`src/rtl/sensor_conditioner_if.sv`:
```
// sensor_conditioner_if: raw switch levels in, conditioned irrigation signals out.
//   master: drives asp_raw/got_raw/adb_raw, observes tick/asp/got/adb/conflict/changed
//   slave : the conditioner itself
interface sensor_conditioner_if;
    logic asp_raw;
    logic got_raw;
    logic adb_raw;
    logic tick;
    logic asp;
    logic got;
    logic adb;
    logic conflict;
    logic changed;
    modport master (
        output asp_raw, got_raw, adb_raw,
        input  tick, asp, got, adb, conflict, changed
    );
    modport slave (
        input  asp_raw, got_raw, adb_raw,
        output tick, asp, got, adb, conflict, changed
    );
endinterface

```
`src/rtl/sensor_conditioner.sv`:
```
// sensor_conditioner: synchronizes and debounces the aspersao/gotejamento/adubo switches.
//   clock : system clock, rising edge
//   reset : asynchronous active-low reset
//   io    : raw switch inputs; tick, debounced asp/got/adb, conflict, changed outputs
module sensor_conditioner #(
    parameter int DIV_BITS  = 5,
    parameter int DEB_TICKS = 4
) (
    input  logic                 clock,
    input  logic                 reset,
    sensor_conditioner_if.slave  io
);
    localparam int CW = $clog2(DEB_TICKS + 1);

    logic [2:0]          raw;
    logic [2:0]          sync1_q, sync1_d;
    logic [2:0]          sync2_q, sync2_d;
    logic [2:0]          x_q, x_d;
    logic [DIV_BITS-1:0] pre_q, pre_d;
    logic [CW-1:0]       cnt_q [3];
    logic [CW-1:0]       cnt_d [3];
    logic                changed_q, changed_d;
    logic                tick;

    // bit 0 = aspersao, bit 1 = gotejamento, bit 2 = adubo
    assign raw  = {io.adb_raw, io.got_raw, io.asp_raw};
    assign tick = &pre_q;

    always_comb begin
        sync1_d = raw;
        sync2_d = sync1_q;
        pre_d   = pre_q + 1'b1;
        x_d     = x_q;
        for (int i = 0; i < 3; i++) begin
            cnt_d[i] = cnt_q[i];
            // A sample matching the output breaks the run; the DEB_TICKS-th differing one flips it.
            if (tick) begin
                if (sync2_q[i] == x_q[i]) begin
                    cnt_d[i] = '0;
                end else if (cnt_q[i] + CW'(1) == CW'(DEB_TICKS)) begin
                    x_d[i]   = sync2_q[i];
                    cnt_d[i] = '0;
                end else begin
                    cnt_d[i] = cnt_q[i] + CW'(1);
                end
            end
        end
        // x only moves on tick edges, so any difference here is a flip on this edge.
        changed_d = x_d != x_q;
    end

    always_ff @(posedge clock or negedge reset) begin
        if (!reset) begin
            sync1_q   <= '0;
            sync2_q   <= '0;
            x_q       <= '0;
            pre_q     <= '0;
            changed_q <= 1'b0;
            for (int i = 0; i < 3; i++) cnt_q[i] <= '0;
        end else begin
            sync1_q   <= sync1_d;
            sync2_q   <= sync2_d;
            x_q       <= x_d;
            pre_q     <= pre_d;
            changed_q <= changed_d;
            for (int i = 0; i < 3; i++) cnt_q[i] <= cnt_d[i];
        end
    end

    assign io.tick     = tick;
    assign io.asp      = x_q[0];
    assign io.got      = x_q[1];
    assign io.adb      = x_q[2];
    assign io.conflict = x_q[0] & x_q[1];
    assign io.changed  = changed_q;
endmodule

```
`src/flat_wrapper.sv`:
```
// flat-port wrapper written by rule: the top's interface ports become plain ports
module sensor_conditioner_flat 
#(
    parameter int DIV_BITS  = 5,
    parameter int DEB_TICKS = 4
)
  (clock, reset, io_asp_raw, io_got_raw, io_adb_raw, io_tick, io_asp, io_got, io_adb, io_conflict, io_changed);
  sensor_conditioner_if io_i ();
  input  logic clock;
  input  logic reset;
  input wire logic [$bits(io_i.asp_raw)-1:0] io_asp_raw;
  input wire logic [$bits(io_i.got_raw)-1:0] io_got_raw;
  input wire logic [$bits(io_i.adb_raw)-1:0] io_adb_raw;
  output wire logic [$bits(io_i.tick)-1:0] io_tick;
  output wire logic [$bits(io_i.asp)-1:0] io_asp;
  output wire logic [$bits(io_i.got)-1:0] io_got;
  output wire logic [$bits(io_i.adb)-1:0] io_adb;
  output wire logic [$bits(io_i.conflict)-1:0] io_conflict;
  output wire logic [$bits(io_i.changed)-1:0] io_changed;
  assign io_i.asp_raw = io_asp_raw;
  assign io_i.got_raw = io_got_raw;
  assign io_i.adb_raw = io_adb_raw;
  assign io_tick = io_i.tick;
  assign io_asp = io_i.asp;
  assign io_got = io_i.got;
  assign io_adb = io_i.adb;
  assign io_conflict = io_i.conflict;
  assign io_changed = io_i.changed;
  sensor_conditioner #(.DIV_BITS(DIV_BITS), .DEB_TICKS(DEB_TICKS)) u_core (.clock(clock), .reset(reset), .io(io_i));
endmodule
```
`config.mk`:
```
export PLATFORM = sky130hd
export DESIGN_NAME = sensor_conditioner_flat
export DESIGN_NICKNAME = d
export VERILOG_FILES = /design/src/rtl/sensor_conditioner_if.sv /design/src/rtl/sensor_conditioner.sv /design/src/flat_wrapper.sv
export SDC_FILE = /design/constraint.sdc
export NUM_CORES = 1
export LEC_CHECK = 0
export CAP_MARGIN = 20
export CORE_UTILIZATION = 60
export DETAILED_ROUTE_END_ITERATION = 7
export DONT_BUFFER_PORTS = 1
export HOLD_SLACK_MARGIN = 0.03
export PLACE_DENSITY = 0.8
export SETUP_SLACK_MARGIN = 0.1
export SKIP_LAST_GASP = 1
export SLEW_MARGIN = 20
export SYNTH_ARGS = -nofsm -noshare
export SYNTH_HDL_FRONTEND = slang
export SYNTH_SLANG_ARGS = --single-unit
```
`constraint.sdc`:
```
create_clock -name clock -period 2.5 [get_ports clock]
set_input_delay 0.25 -clock clock [delete_from_list [all_inputs] [get_ports clock]]
set_output_delay 0.25 -clock clock [all_outputs]
set_load 0.05 [all_outputs]
```
# Yosys cells after proc, flatten, opt, wreduce, memory -nomap -nowiden
# Index checks and enable logic that the tools add are counted.
[word_totals] word_cells=36 register_bits=24
[op_classes] add_sub_neg=4 mux=15 bitwise=1 reduce_logical=1 n_eq_ne=7
[ops] op="2-to-1 mux 3 bit" n=6
[ops] op="adder 3 x 1 -> 3 bit (second input constant)" n=3
[ops] op="== test 3 bit (second input constant)" n=3
[ops] op="2-to-1 mux 1 bit" n=9
[ops] op="adder 5 x 1 -> 5 bit (second input constant)" n=1
[ops] op="AND reduction 5 bit" n=1
[ops] op="== test 1 bit" n=3
[ops] op="inequality test 3 bit" n=1
[ops] op="bitwise AND 1 bit" n=1

# Logic depth before layout (Yosys ltp)
# Gate-level depths: netlist of the first run.
[logic_depth] word_depth=6 mapped_depth=7

# Least setup slack after synthesis of the first run
# OpenSTA, ideal clock, no wires.
[synth_path] path_type="reg-to-reg" from="register u_core.pre_q[0]" to="register u_core.x_q[2]" path_buffers=1 path_stages_with_launch=7 path_slack_ns=0.639 synth_period_minus_slack_ns=1.861 setup_ns=0.125 arrival_time_ns=1.736 path_cell_list="dfrtp_1 ha_1 and3_1 ha_1 buf_6 nand2_1 mux2_4"
[synth_between] elab_chain_len=2
[synth_lines] item="start: declaration" line_no="sensor_conditioner.sv:19" text="logic [DIV_BITS-1:0] pre_q, pre_d;"
[synth_lines] item="start signal: assignment" line_no="sensor_conditioner.sv:64" text="pre_q <= pre_d;"
[synth_lines] item="AND reduction 5 bit" line_no="sensor_conditioner.sv:27" text="assign tick = &pre_q;"
[synth_lines] item="net io_tick" line_no="flat_wrapper.sv:14" text="output wire logic [$bits(io_i.tick)-1:0] io_tick;"
[synth_lines] item="2-to-1 mux 1 bit" line_no="sensor_conditioner.sv:37" text="if (tick) begin"
[synth_lines] item="net u_core.x_d[2]" line_no="sensor_conditioner.sv:18" text="logic [2:0] x_q, x_d;"
[synth_lines] item="end signal: assignment" line_no="sensor_conditioner.sv:56" text="x_q <= '0;"
[synth_lines] item="end signal: assignment" line_no="sensor_conditioner.sv:63" text="x_q <= x_d;"
[synth_lines] item="end: declaration" line_no="sensor_conditioner.sv:18"
# The timed path passes the listed nets, and every way through them passes these cells.
# A chain may end at the register's enable or synchronous reset.

# Final worst setup path of the first run
[layout_path] from="register u_core.pre_q[0]" to="output port io_tick"
[layout_between] elab_chain_len=1
[layout_lines] item="AND reduction 5 bit" line_no="sensor_conditioner.sv:27"
[layout_lines] item="end: declaration" line_no="flat_wrapper.sv:14"
# No other way between the ends.

==> results of run 1 <==
==> worst max-delay path, cell delays in order (launching register included) <==
cell and delay (ns):
sky130_fd_sc_hd__dfrtp_1 0.39, sky130_fd_sc_hd__ha_1 0.19, sky130_fd_sc_hd__and3_1 0.16, sky130_fd_sc_hd__ha_1 0.61, sky130_fd_sc_hd__buf_4 0.32
==> cells in the mapped netlist <==
| cell type | n | area [µm²] |
|---|---|---|
| sky130_fd_sc_hd__and2_2 | 1 | 7.51 |
| sky130_fd_sc_hd__and3_1 | 1 | 6.26 |
| sky130_fd_sc_hd__buf_4 | 1 | 7.51 |
| sky130_fd_sc_hd__buf_6 | 1 | 11.3 |
| sky130_fd_sc_hd__dfrtp_1 | 24 | 601 |
| sky130_fd_sc_hd__ha_1 | 11 | 138 |
| sky130_fd_sc_hd__inv_1 | 10 | 37.5 |
| sky130_fd_sc_hd__mux2_2 | 1 | 11.3 |
| sky130_fd_sc_hd__mux2_4 | 4 | 60.1 |
| sky130_fd_sc_hd__nand2_1 | 4 | 15.0 |
| sky130_fd_sc_hd__nand2_2 | 2 | 12.5 |
| sky130_fd_sc_hd__nand2b_1 | 2 | 12.5 |
| sky130_fd_sc_hd__nand3_1 | 1 | 5.00 |
| sky130_fd_sc_hd__nand3b_1 | 3 | 22.5 |
| sky130_fd_sc_hd__nor2_1 | 2 | 7.51 |
| sky130_fd_sc_hd__o21ai_0 | 1 | 5.00 |
| sky130_fd_sc_hd__o21ai_2 | 1 | 8.76 |
| sky130_fd_sc_hd__o22a_2 | 1 | 10.0 |
| sky130_fd_sc_hd__o22ai_1 | 6 | 37.5 |
| sky130_fd_sc_hd__xnor2_1 | 2 | 17.5 |
| sky130_fd_sc_hd__xnor2_2 | 2 | 32.5 |
| sky130_fd_sc_hd__xor2_1 | 1 | 8.76 |
==> cells by family after synthesis <==
family / Yosys count / share of synthesized area (%)
AO/OA/AOI/OAI: 9 / 5.70
XOR/XNOR: 5 / 5.47
adder cells (fa/ha/maj): 11 / 12.8
buffers and inverters: 12 / 5.24
flip-flops: 24 / 55.9
multiplexers: 5 / 6.64
AND/OR/NAND/NOR: 16 / 8.26
==> how the worst max path moves through the flow <==
stage               cells past startpoint                 endpoint  slack, ns                       from
floorplan                               6  u_core.x_q[2]$_DFF_PN0_       0.64  u_core.pre_q[0]$_DFF_PN0_
global placement                        5  u_core.x_q[2]$_DFF_PN0_       0.60  u_core.pre_q[0]$_DFF_PN0_
detailed placement                      5  u_core.x_q[2]$_DFF_PN0_       0.50  u_core.pre_q[0]$_DFF_PN0_
CTS                                     4                  io_tick       0.25  u_core.pre_q[0]$_DFF_PN0_
global route                            4                  io_tick       0.14  u_core.pre_q[0]$_DFF_PN0_
finish                                  4                  io_tick       0.27  u_core.pre_q[0]$_DFF_PN0_
==> final cells by class <==
| cell class | count | area share [%] |
|---|---|---|
| Sequential cell | 24 | 51.1 |
| Multi-Input combinational cell | 46 | 35.6 |
| Timing Repair Buffer | 6 | 4.47 |
| Inverter | 10 | 3.19 |
| Clock buffer | 4 | 3.09 |
| Tap cell | 24 | 2.56 |
==> placed cells by master, fill, tap and decap left out <==
| cell | n |
|---|---|
| sky130_fd_sc_hd__and2_2 | 1 |
| sky130_fd_sc_hd__and3_1 | 1 |
| sky130_fd_sc_hd__buf_2 | 1 |
| sky130_fd_sc_hd__buf_4 | 1 |
| sky130_fd_sc_hd__clkbuf_4 | 3 |
| sky130_fd_sc_hd__clkbuf_8 | 1 |
| sky130_fd_sc_hd__dfrtp_1 | 24 |
| sky130_fd_sc_hd__dlygate4sd3_1 | 4 |
| sky130_fd_sc_hd__ha_1 | 11 |
| sky130_fd_sc_hd__inv_1 | 10 |
| sky130_fd_sc_hd__mux2_2 | 1 |
| sky130_fd_sc_hd__mux2_4 | 4 |
| sky130_fd_sc_hd__nand2_1 | 4 |
| sky130_fd_sc_hd__nand2_2 | 2 |
| sky130_fd_sc_hd__nand2b_1 | 2 |
| sky130_fd_sc_hd__nand3_1 | 1 |
| sky130_fd_sc_hd__nand3b_1 | 3 |
| sky130_fd_sc_hd__nor2_1 | 2 |
| sky130_fd_sc_hd__o21ai_0 | 1 |
| sky130_fd_sc_hd__o21ai_2 | 1 |
| sky130_fd_sc_hd__o22a_2 | 1 |
| sky130_fd_sc_hd__o22ai_1 | 6 |
| sky130_fd_sc_hd__xnor2_1 | 2 |
| sky130_fd_sc_hd__xnor2_2 | 2 |
| sky130_fd_sc_hd__xor2_1 | 1 |
==> timing repair <==
action	CTS	global route
hold endpoints to repair	27	24
setup endpoints to repair	0	0
hold buffers	4	1
==> power by group <==
part / internal, µW / leakage (µW) / switching (µW)
logic: 11.4 / 0.000223 / 12.4
registers: 395 / 0.000305 / 4.77
clock network: 88.9 / 0.0000210 / 106
==> stage by stage <==
step,instance area [µm²],power (µW)
after floorplan,1070,417
after global placement,1090,419
after detailed placement,1090,419
after CTS,1170,628
after global routing,1170,640
final,1170,619
==> metal layers <==
layer | vias up | part of all wire [%]
met5 | - | 0
met4 | 0 | 2.6
met3 | 4 | 3.2
met2 | 10 | 45
met1 | 272 | 50
li1 | 283 | -
==> registers in the layout (all words and copies together) (netlist names) <==
register / count
u_core.pre_q: 5
u_core.x_q: 3
u_core.cnt_q: 9
u_core.io.changed: 1
u_core.sync2_q: 3
u_core.sync1_q: 3
==> flow_metrics.py, run 1 <==
metrics = {
    "outcome": {
        "status": "finished, final reports clean",
    },
    "logic_synthesis": {
        "postSynthCellCount": 82,
        "post_synth_instance_area_mm2": 0.00107,
        "synth_seq_area_share_pct": 55.9,
        "yosys_warnings": 0,
        "net_count_of_the_mapped_netlist": 98,
        "ys_types": 22,
        "synthesis.area_per_instance_um2": 13.1,
        "flip_flop_and_latch_count_after_synthesis": 24,
    },
    "placement": {
        "place.detailed.instances": 105,
        "pre_cts_ws_ns": 0.499,
        "gp_routability_congestion": 0.703,
        "hpwlAfterDp_um": 982,
        "place.port_buffers": 0,
    },
    "die": {
        "die-height_um": 44.3,
        "starting_utilization_of_the_core_area_pct": 67.4,
        "area_of_the_die_mm2": 0.00196,
        "pin_count": 11,
        "core_mm2": 0.00159,
        "fp.dieW_um": 44.3,
        "core.rowCount": 14,
    },
    "cts": {
        "numCtsBuffers": 3,
        "numClockSinks": 24,
        "cts_htree_levels": 1,
        "ctsRootBufferMaster": "sky130_fd_sc_hd__clkbuf_4",
        "clock_insertion_delay_worst_skew_ns": 0.31,
        "maximum_clock_insertion_buffer_count": 2,
        "tritoncts": "done",
        "post-cts-setup-buffer-count": 0,
        "clk_pin_slew_ns": 0.12,
        "post_cts_resized": 0,
    },
    "setup_path": {
        "timing_worst_setup_path_type": "reg -> out",
        "endpoint_kind": "output pin",
        "critPathLaunchType": "register",
        "cp_data_arrival_time_ns": 1.98,
        "worst_ep_required_time_ns": 2.25,
        "worst-path-max-fanout": 20,
        "critical_path.reg2reg.endpoint": "u_core.x_q[2]$_DFF_PN0_",
        "ff2ff_setup_slack_ns": 0.51,
        "timing.rr.start": "u_core.pre_q[0]$_DFF_PN0_",
        "timing.reg2reg.worst_path_depth": 5,
    },
    "min_path": {
        "worstHoldPathCells": 0,
        "worstHoldPathType": "reg -> reg",
        "min_to": "u_core.sync2_q[2]$_DFF_PN0_",
        "hold_path_startpoint": "u_core.sync1_q[2]$_DFF_PN0_",
    },
    "timing": {
        "worst_case_headroom_to_the_max_slew_limit_pct": 52.7,
        "max_clock_freq_mhz": 449,
        "timing.setup.tns_ns": 0,
        "layout_setup_ws_ns": 0.274,
        "fin_worst_skew_ns": 0.00458,
        "report.final.setup_viol": 0,
        "grt_setup_unrepaired": "false",
        "final.min_clock_period_ns": 2.23,
        "share_of_the_cycle_needed_by_the_critical_path_after_routing_pct": 89.1,
        "worst_pin_slew_ns": 0.709,
        "whs_ns": 0.365,
        "endpoints_failing_hold": 0,
        "finalMaxSlewViolations": 0,
    },
    "power": {
        "power.density_cell_area_mw_per_mm2": 527,
        "ir_drop_v": 0.000392,
        "cellLeakagePower_uw": 0.000549,
    },
    "global_route": {
        "global_route.usage.total_pct": 17.1,
        "globalRouteMet1Util_pct": 22.6,
        "first_global_vias": 546,
        "grt_antenna_before_repair": 0,
        "grt_pass1_wl_um": 2300,
        "globalRoute.totalOverflow": 0,
        "groute.layer.met2.usage_pct": 25.3,
        "busiest_layer": "met2",
        "maximum_number_of_pins_on_one_net_before_global_route_repair": 25,
        "met3_demand_to_capacity_share_in_global_routing_pct": 3.27,
    },
    "detailed_routing": {
        "wl_um": 1380,
        "average_via_count_per_standard_cell": 4.99,
        "via_count": 569,
        "remaining_drc_errors": 0,
        "wire_per_inst_um": 12.1,
        "detailedRoute.firstIterationViolations": 2,
        "drt-pass1-iter-count": 3,
        "antenna_left": 0,
    },
    "job": {
        "timing.max_cap.violations": 0,
    },
    "final_layout": {
        "syn2layout_area_growth_pct": 9.31,
        "finish.net_count": 107,
        "postLayoutCoreUtil_pct": 73.7,
        "final_cell_count_no_fill": 114,
        "fill_cells": 116,
        "diodes": 0,
        "area_occupied_by_multi_input_gates_um2": 418,
        "seq_area_um2": 601,
        "post_route_cells_drive_above_1_share_pct": 20.0,
    },
}
Note: power is estimated with default switching activity, not from simulation.
==> run 2, diff against run 1 <==
BUFFER_PORTS_ARGS = -buffer_cell sky130_fd_sc_hd__buf_4   (was default)
DONT_BUFFER_PORTS = default   (was 1)
PLACE_DENSITY = 0.85   (was 0.8)
==> run 2 against run 1 <==
Via count grew 2.3%. Clock power shrank 19%. Cell count up 3.5%. Highest routed layer unchanged. Clock-buffer cell count fell by 1. Sequential share of layout area is 0.80 points lower. Worst hold slack worse by 0.32 ns. Critical path depth unchanged.
==> flow_metrics.py, run 2 (synthesis results as in run 1) <==
metrics = {
    "final_layout": {
        "largest-register": "u_core.cnt_q",
        "final_area_mm2": 0.00119,
        "number_of_flip_flops_in_the_largest_register": 9,
        "mostFrequentLayoutCells": "sky130_fd_sc_hd__dfrtp_1 (24), sky130_fd_sc_hd__ha_1 (11), sky130_fd_sc_hd__inv_1 (10), sky130_fd_sc_hd__buf_4 (10), sky130_fd_sc_hd__o22ai_1 (6)",
        "final_cell_count_no_fill": 118,
        "top_regs": "u_core.cnt_q (9), u_core.pre_q (5)",
        "finish.net_count": 112,
        "post_route_cells_drive_above_1_share_pct": 26.6,
        "syn2layout_area_growth_pct": 11.1,
        "diodes": 0,
        "final_common_cell": "sky130_fd_sc_hd__dfrtp_1",
    },
    "global_route": {
        "grt_pass1_wl_um": 2650,
        "globalRoute.totalOverflow": 0,
        "first_global_vias": 616,
        "grt_antenna_before_repair": 0,
        "maximum_number_of_pins_on_one_net_before_global_route_repair": 25,
        "global_route.usage.total_pct": 19.1,
    },
    "setup_path": {
        "critical_path.cell_chain": "ha_1, and3_1, ha_1, buf_4",
        "critical_path_buf_inv_count": 1,
        "critPathLaunchType": "register",
        "endpoint_kind": "output pin",
        "critPathMaxStageDelay_ns": 0.62,
        "critical_path.reg2reg.endpoint": "u_core.x_q[2]$_DFF_PN0_",
        "timing.reg2reg.worst_path_depth": 5,
        "ff2ff_setup_slack_ns": 0.50,
        "cp_data_arrival_time_ns": 1.98,
        "critical-path-slowest-cell": "sky130_fd_sc_hd__ha_1",
        "timing.rr.start": "u_core.pre_q[0]$_DFF_PN0_",
        "crit_family": "adder cells",
        "timing_worst_setup_path_type": "reg -> out",
        "worst_ep_required_time_ns": 2.25,
        "timing.critical_path.mode_cell": "sky130_fd_sc_hd__ha_1",
        "worst-path-max-fanout": 20,
    },
    "min_path": {
        "hold_path_startpoint": "io_asp_raw",
        "worstHoldPathType": "in -> reg",
        "min_to": "u_core.sync1_q[0]$_DFF_PN0_",
        "worstHoldPathCells": 1,
    },
    "die": {
        "fp.dieW_um": 44.3,
        "die-height_um": 44.3,
        "core.rowCount": 14,
        "starting_utilization_of_the_core_area_pct": 67.4,
        "area_of_the_die_mm2": 0.00196,
        "pin_count": 11,
        "core_mm2": 0.00159,
    },
    "timing": {
        "worst_case_headroom_to_the_max_slew_limit_pct": 51.0,
        "grt_setup_unrepaired": "false",
        "finalMaxSlewViolations": 0,
        "timing.setup.tns_ns": 0,
        "final.min_clock_period_ns": 2.23,
        "share_of_the_cycle_needed_by_the_critical_path_after_routing_pct": 89.3,
        "endpoints_failing_hold": 0,
        "report.final.setup_viol": 0,
        "max_clock_freq_mhz": 448,
        "fin_worst_skew_ns": 0.0101,
        "worst_pin_slew_ns": 0.735,
        "whs_ns": 0.0431,
    },
    "cts": {
        "post-cts-setup-buffer-count": 0,
        "numClockSinks": 24,
        "tritoncts": "done",
        "ctsRootBufferMaster": "sky130_fd_sc_hd__clkbuf_4",
        "post_cts_resized": 0,
        "maximum_clock_insertion_buffer_count": 2,
        "numCtsBuffers": 3,
        "clk_pin_slew_ns": 0.12,
        "postCtsHoldBufs": 1,
        "cts_htree_levels": 1,
        "clock_insertion_delay_worst_skew_ns": 0.30,
    },
    "power": {
        "power.density_cell_area_mw_per_mm2": 488,
        "total_power_uw": 583,
        "ir_drop_v": 0.000404,
        "cellLeakagePower_uw": 0.000572,
    },
    "detailed_routing": {
        "antenna_left": 0,
        "average_via_count_per_standard_cell": 4.93,
        "wl_um": 1500,
        "drt-pass1-iter-count": 4,
        "detailedRoute.firstIterationViolations": 7,
        "remaining_drc_errors": 0,
        "wire_per_inst_um": 12.7,
        "via_count": 582,
    },
    "job": {
        "timing.max_cap.violations": 0,
    },
    "placement": {
        "place.port_buffers": 10,
        "hpwlAfterDp_um": 1120,
        "gp_routability_congestion": 0.725,
        "place.detailed.instances": 114,
        "placement.cell_area_mm2": 0.00116,
    },
    "outcome": {
        "status": "finished, final reports clean",
    },
}
[run 2: cell types whose count changed in the layout (fill, tap and decap cells not counted)]
cell,change
sky130_fd_sc_hd__buf_4,+9
sky130_fd_sc_hd__dlygate4sd3_1,-3
sky130_fd_sc_hd__buf_2,-1
sky130_fd_sc_hd__clkbuf_8,-1
[run 2: worst max-delay path by stage]
| stage | slack (ns) | endpoint | depth (start not counted) | startpoint |
|---|---|---|---|---|
| finish | 0.27 | io_tick | 4 | u_core.pre_q[0]$_DFF_PN0_ |
| global route | 0.13 | io_tick | 4 | u_core.pre_q[0]$_DFF_PN0_ |
| CTS | 0.25 | io_tick | 4 | u_core.pre_q[0]$_DFF_PN0_ |
| detailed placement | 0.51 | u_core.x_q[2]$_DFF_PN0_ | 5 | u_core.pre_q[0]$_DFF_PN0_ |
| global placement | 0.60 | u_core.x_q[2]$_DFF_PN0_ | 5 | u_core.pre_q[0]$_DFF_PN0_ |
| floorplan | 0.64 | u_core.x_q[2]$_DFF_PN0_ | 6 | u_core.pre_q[0]$_DFF_PN0_ |
[run 2: stage by stage]
stage                     utilization [%]  setup slack, ns
after detailed placement             72.8            0.509
after global placement               72.8            0.605
final                                74.9            0.267
after global routing                 74.9            0.133
after CTS                            74.9            0.246
after floorplan                         -            0.639
[run 2: metal layers]
layer,vias to the layer above,part of all wire [%],track usage (%)
li1,292,-,-
met1,281,45,24.9
met2,7,52,33.5
met3,2,2.2,2.45
met4,0,0.27,5.45
met5,-,0,0
[run 2: report_power, final]
group	switching [µW]	total [µW]	leakage, µW	internal (µW)
clock network	102	158	0.0000138	56.1
logic	12.5	24.2	0.000253	11.7
registers	4.90	400	0.000305	395
[run 2: final cells by class]
type	instances	area, µm²
Sequential cell	24	601
Multi-Input combinational cell	46	418
Fill cell	105	400
Timing Repair Buffer	11	85.1
Inverter	10	37.5
Tap cell	24	30.0
Clock buffer	3	22.5
==> run 3, diff against run 2 <==
CELL_PAD_IN_SITES_DETAIL_PLACEMENT = 0   (was default)
CELL_PAD_IN_SITES_GLOBAL_PLACEMENT = 1   (was default)
CORE_UTILIZATION = 49   (was 60)
CTS_BUF_LIST = sky130_fd_sc_hd__clkbuf_8 sky130_fd_sc_hd__clkbuf_16   (was default)
PLACE_DENSITY = 0.84   (was 0.85)
==> run 3 against run 2 <==
Clock power increased by 110%. Die area increased by 21%. Largest cell class unchanged. Final area increased by 5.0%. Largest power group unchanged. Clock-buffer cell count unchanged. Highest routed layer unchanged.
==> flow_metrics.py, run 3 (synthesis results as in run 1) <==
metrics = {
    "power": {
        "total_power_uw": 756,
        "cellInternalPower_uw": 621,
        "share_seq_of_total_power_pct": 52.9,
        "comb_power_share_pct": 3.1,
        "pwr-share-clk_pct": 43.9,
        "power.density_cell_area_mw_per_mm2": 603,
        "switching_share_pct": 17.9,
        "switching_power_uw": 135,
        "cellLeakagePower_uw": 0.000600,
        "ir_drop_v": 0.000332,
    },
    "placement": {
        "placement.cell_area_mm2": 0.00117,
        "hpwlAfterDp_um": 1060,
        "place.port_buffers": 10,
        "gp_routability_congestion": 0.691,
    },
    "detailed_routing": {
        "drt-pass1-iter-count": 2,
        "detailedRoute.firstIterationViolations": 1,
        "wl_um": 1430,
        "average_via_count_per_standard_cell": 4.97,
        "wire_per_inst_um": 11.6,
        "antenna_left": 0,
        "remaining_drc_errors": 0,
        "via_count": 611,
    },
    "setup_path": {
        "timing.rr.start": "u_core.pre_q[0]$_DFF_PN0_",
        "ff2ff_setup_slack_ns": 0.71,
        "critical_path.cell_chain": "ha_1, and3_1, ha_1, buf_4",
        "timing.critical_path.depth": 4,
        "crit_family": "adder cells",
        "critical_path_buf_inv_count": 1,
        "cp-endpoint": "io_tick",
        "endpoint_kind": "output pin",
        "setup.worst_path.start": "u_core.pre_q[0]$_DFF_PN0_",
        "worst-path-max-fanout": 13,
        "cp_data_arrival_time_ns": 1.75,
        "critical-path-slowest-cell": "sky130_fd_sc_hd__ha_1",
        "critPathLaunchType": "register",
        "critPathMaxStageDelay_ns": 0.47,
        "critical_path.reg2reg.endpoint": "u_core.x_q[2]$_DFF_PN0_",
        "worst_ep_required_time_ns": 2.25,
        "timing_worst_setup_path_type": "reg -> out",
        "timing.critical_path.mode_cell": "sky130_fd_sc_hd__ha_1",
        "timing.reg2reg.worst_path_depth": 5,
    },
    "final_layout": {
        "postLayoutCoreUtil_pct": 62.6,
        "mostFrequentLayoutCells": "sky130_fd_sc_hd__dfrtp_1 (24), sky130_fd_sc_hd__ha_1 (11), sky130_fd_sc_hd__buf_4 (11)",
        "diodes": 0,
        "syn2layout_area_growth_pct": 16.6,
        "finish.net_count": 113,
        "largest-register": "u_core.cnt_q",
        "final_common_cell": "sky130_fd_sc_hd__dfrtp_1",
        "number_of_flip_flops_in_the_largest_register": 9,
        "top_regs": "u_core.cnt_q (9), u_core.pre_q (5)",
        "final_area_mm2": 0.00125,
        "post_route_cells_drive_above_1_share_pct": 28.1,
    },
    "job": {
        "timing.max_cap.violations": 0,
    },
    "cts": {
        "maximum_clock_insertion_buffer_count": 2,
        "clk_pin_slew_ns": 0.08,
        "numClockSinks": 24,
        "ctsRootBufferMaster": "sky130_fd_sc_hd__clkbuf_8",
        "numCtsBuffers": 3,
        "cts_htree_levels": 1,
        "tritoncts": "done",
        "clock_insertion_delay_worst_skew_ns": 0.26,
        "post_cts_resized": 0,
    },
    "die": {
        "pin_count": 11,
        "fp.dieW_um": 48.8,
        "core_mm2": 0.00200,
        "area_of_the_die_mm2": 0.00238,
        "starting_utilization_of_the_core_area_pct": 53.7,
        "core.rowCount": 16,
        "die-height_um": 48.8,
    },
    "global_route": {
        "first_global_vias": 650,
        "grt_pass1_wl_um": 2680,
        "met3_demand_to_capacity_share_in_global_routing_pct": 2.80,
        "grt_antenna_before_repair": 0,
        "globalRouteMet1Util_pct": 16.7,
        "maximum_number_of_pins_on_one_net_before_global_route_repair": 25,
        "groute.layer.met2.usage_pct": 27.8,
        "globalRoute.totalOverflow": 0,
        "busiest_layer": "met2",
        "global_route.usage.total_pct": 15.0,
    },
    "timing": {
        "share_of_the_cycle_needed_by_the_critical_path_after_routing_pct": 79.8,
        "max_clock_freq_mhz": 501,
        "fin_worst_skew_ns": 0.00360,
        "finalMaxSlewViolations": 0,
        "worst_case_headroom_to_the_max_slew_limit_pct": 66.1,
        "grt_setup_unrepaired": "false",
        "timing.setup.tns_ns": 0,
        "final.min_clock_period_ns": 2.00,
        "report.final.setup_viol": 0,
        "endpoints_failing_hold": 0,
        "worst_pin_slew_ns": 0.508,
    },
    "outcome": {
        "status": "finished, final reports clean",
    },
    "min_path": {
        "worstHoldPathType": "in -> reg",
    },
}
[run 3: how the worst min path moves through the flow]
stage,endpoint,startpoint,cells past startpoint,slack (ns)
final,u_core.sync1_q[2]$_DFF_PN0_,io_adb_raw,1,0.09
after global routing,u_core.sync1_q[1]$_DFF_PN0_,io_got_raw,1,0.08
after CTS,u_core.sync1_q[2]$_DFF_PN0_,io_adb_raw,1,0.08
after detailed placement,u_core.cnt_q[8]$_DFFE_PN0N_,reset,1,0.16
after global placement,u_core.cnt_q[8]$_DFFE_PN0N_,reset,1,0.16
after floorplan,u_core.cnt_q[0]$_DFFE_PN0N_,reset,0,-0.05
[run 3: what timing repair did]
item | 4_1_cts | 5_1_grt
buffers inserted | 0 | 0
hold buffers | 1 | 0
endpoints found under the hold margin | 24 | 0
[run 3: power by group through the flow]
stage | registers [µW] | clock network (µW) | logic (µW)
after CTS | 400 | 338 | 25.0
after global routing | 401 | 357 | 27.9
final | 400 | 332 | 23.8
after detailed placement | 408 | 0 | 23.7
after floorplan | 407 | 0 | 9.89
after global placement | 407 | 0 | 23.2
[run 3: layout make-up]
class / count / area, µm²
clock inverter: 1 / 30.0
sequential: 24 / 601
multi-input combinational: 46 / 418
tap: 27 / 33.8
inverter: 10 / 37.5
clock buffer: 3 / 41.3
timing repair buffer: 12 / 92.6
fill: 176 / 748
[run 3: layer usage]
| metal | part of all wire (%) | vias to the layer above | wire length, µm |
|---|---|---|---|
| li1 | - | 295 | - |
| met1 | 45 | 304 | 645 |
| met2 | 51 | 10 | 728 |
| met3 | 3.2 | 2 | 46 |
| met4 | 0.70 | 0 | 10 |
| met5 | 0 | - | 0 |
[run 3: worst reg2reg max path: stages, from the launching register on]
cell and delay, ns:
sky130_fd_sc_hd__dfrtp_1 0.38, sky130_fd_sc_hd__ha_1 0.18, sky130_fd_sc_hd__and3_1 0.16, sky130_fd_sc_hd__ha_1 0.47, sky130_fd_sc_hd__nand2_1 0.17, sky130_fd_sc_hd__mux2_4 0.32
[run 3: metrics by stage]
stage | hold slack, ns | setup slack [ns] | instances
after floorplan | -0.0456 | 0.639 | 82
after global placement | 0.162 | 0.749 | 118
after detailed placement | 0.162 | 0.708 | 118
after CTS | 0.0829 | 0.485 | 123
after global routing | 0.0781 | 0.354 | 123
final | 0.0879 | 0.504 | 123
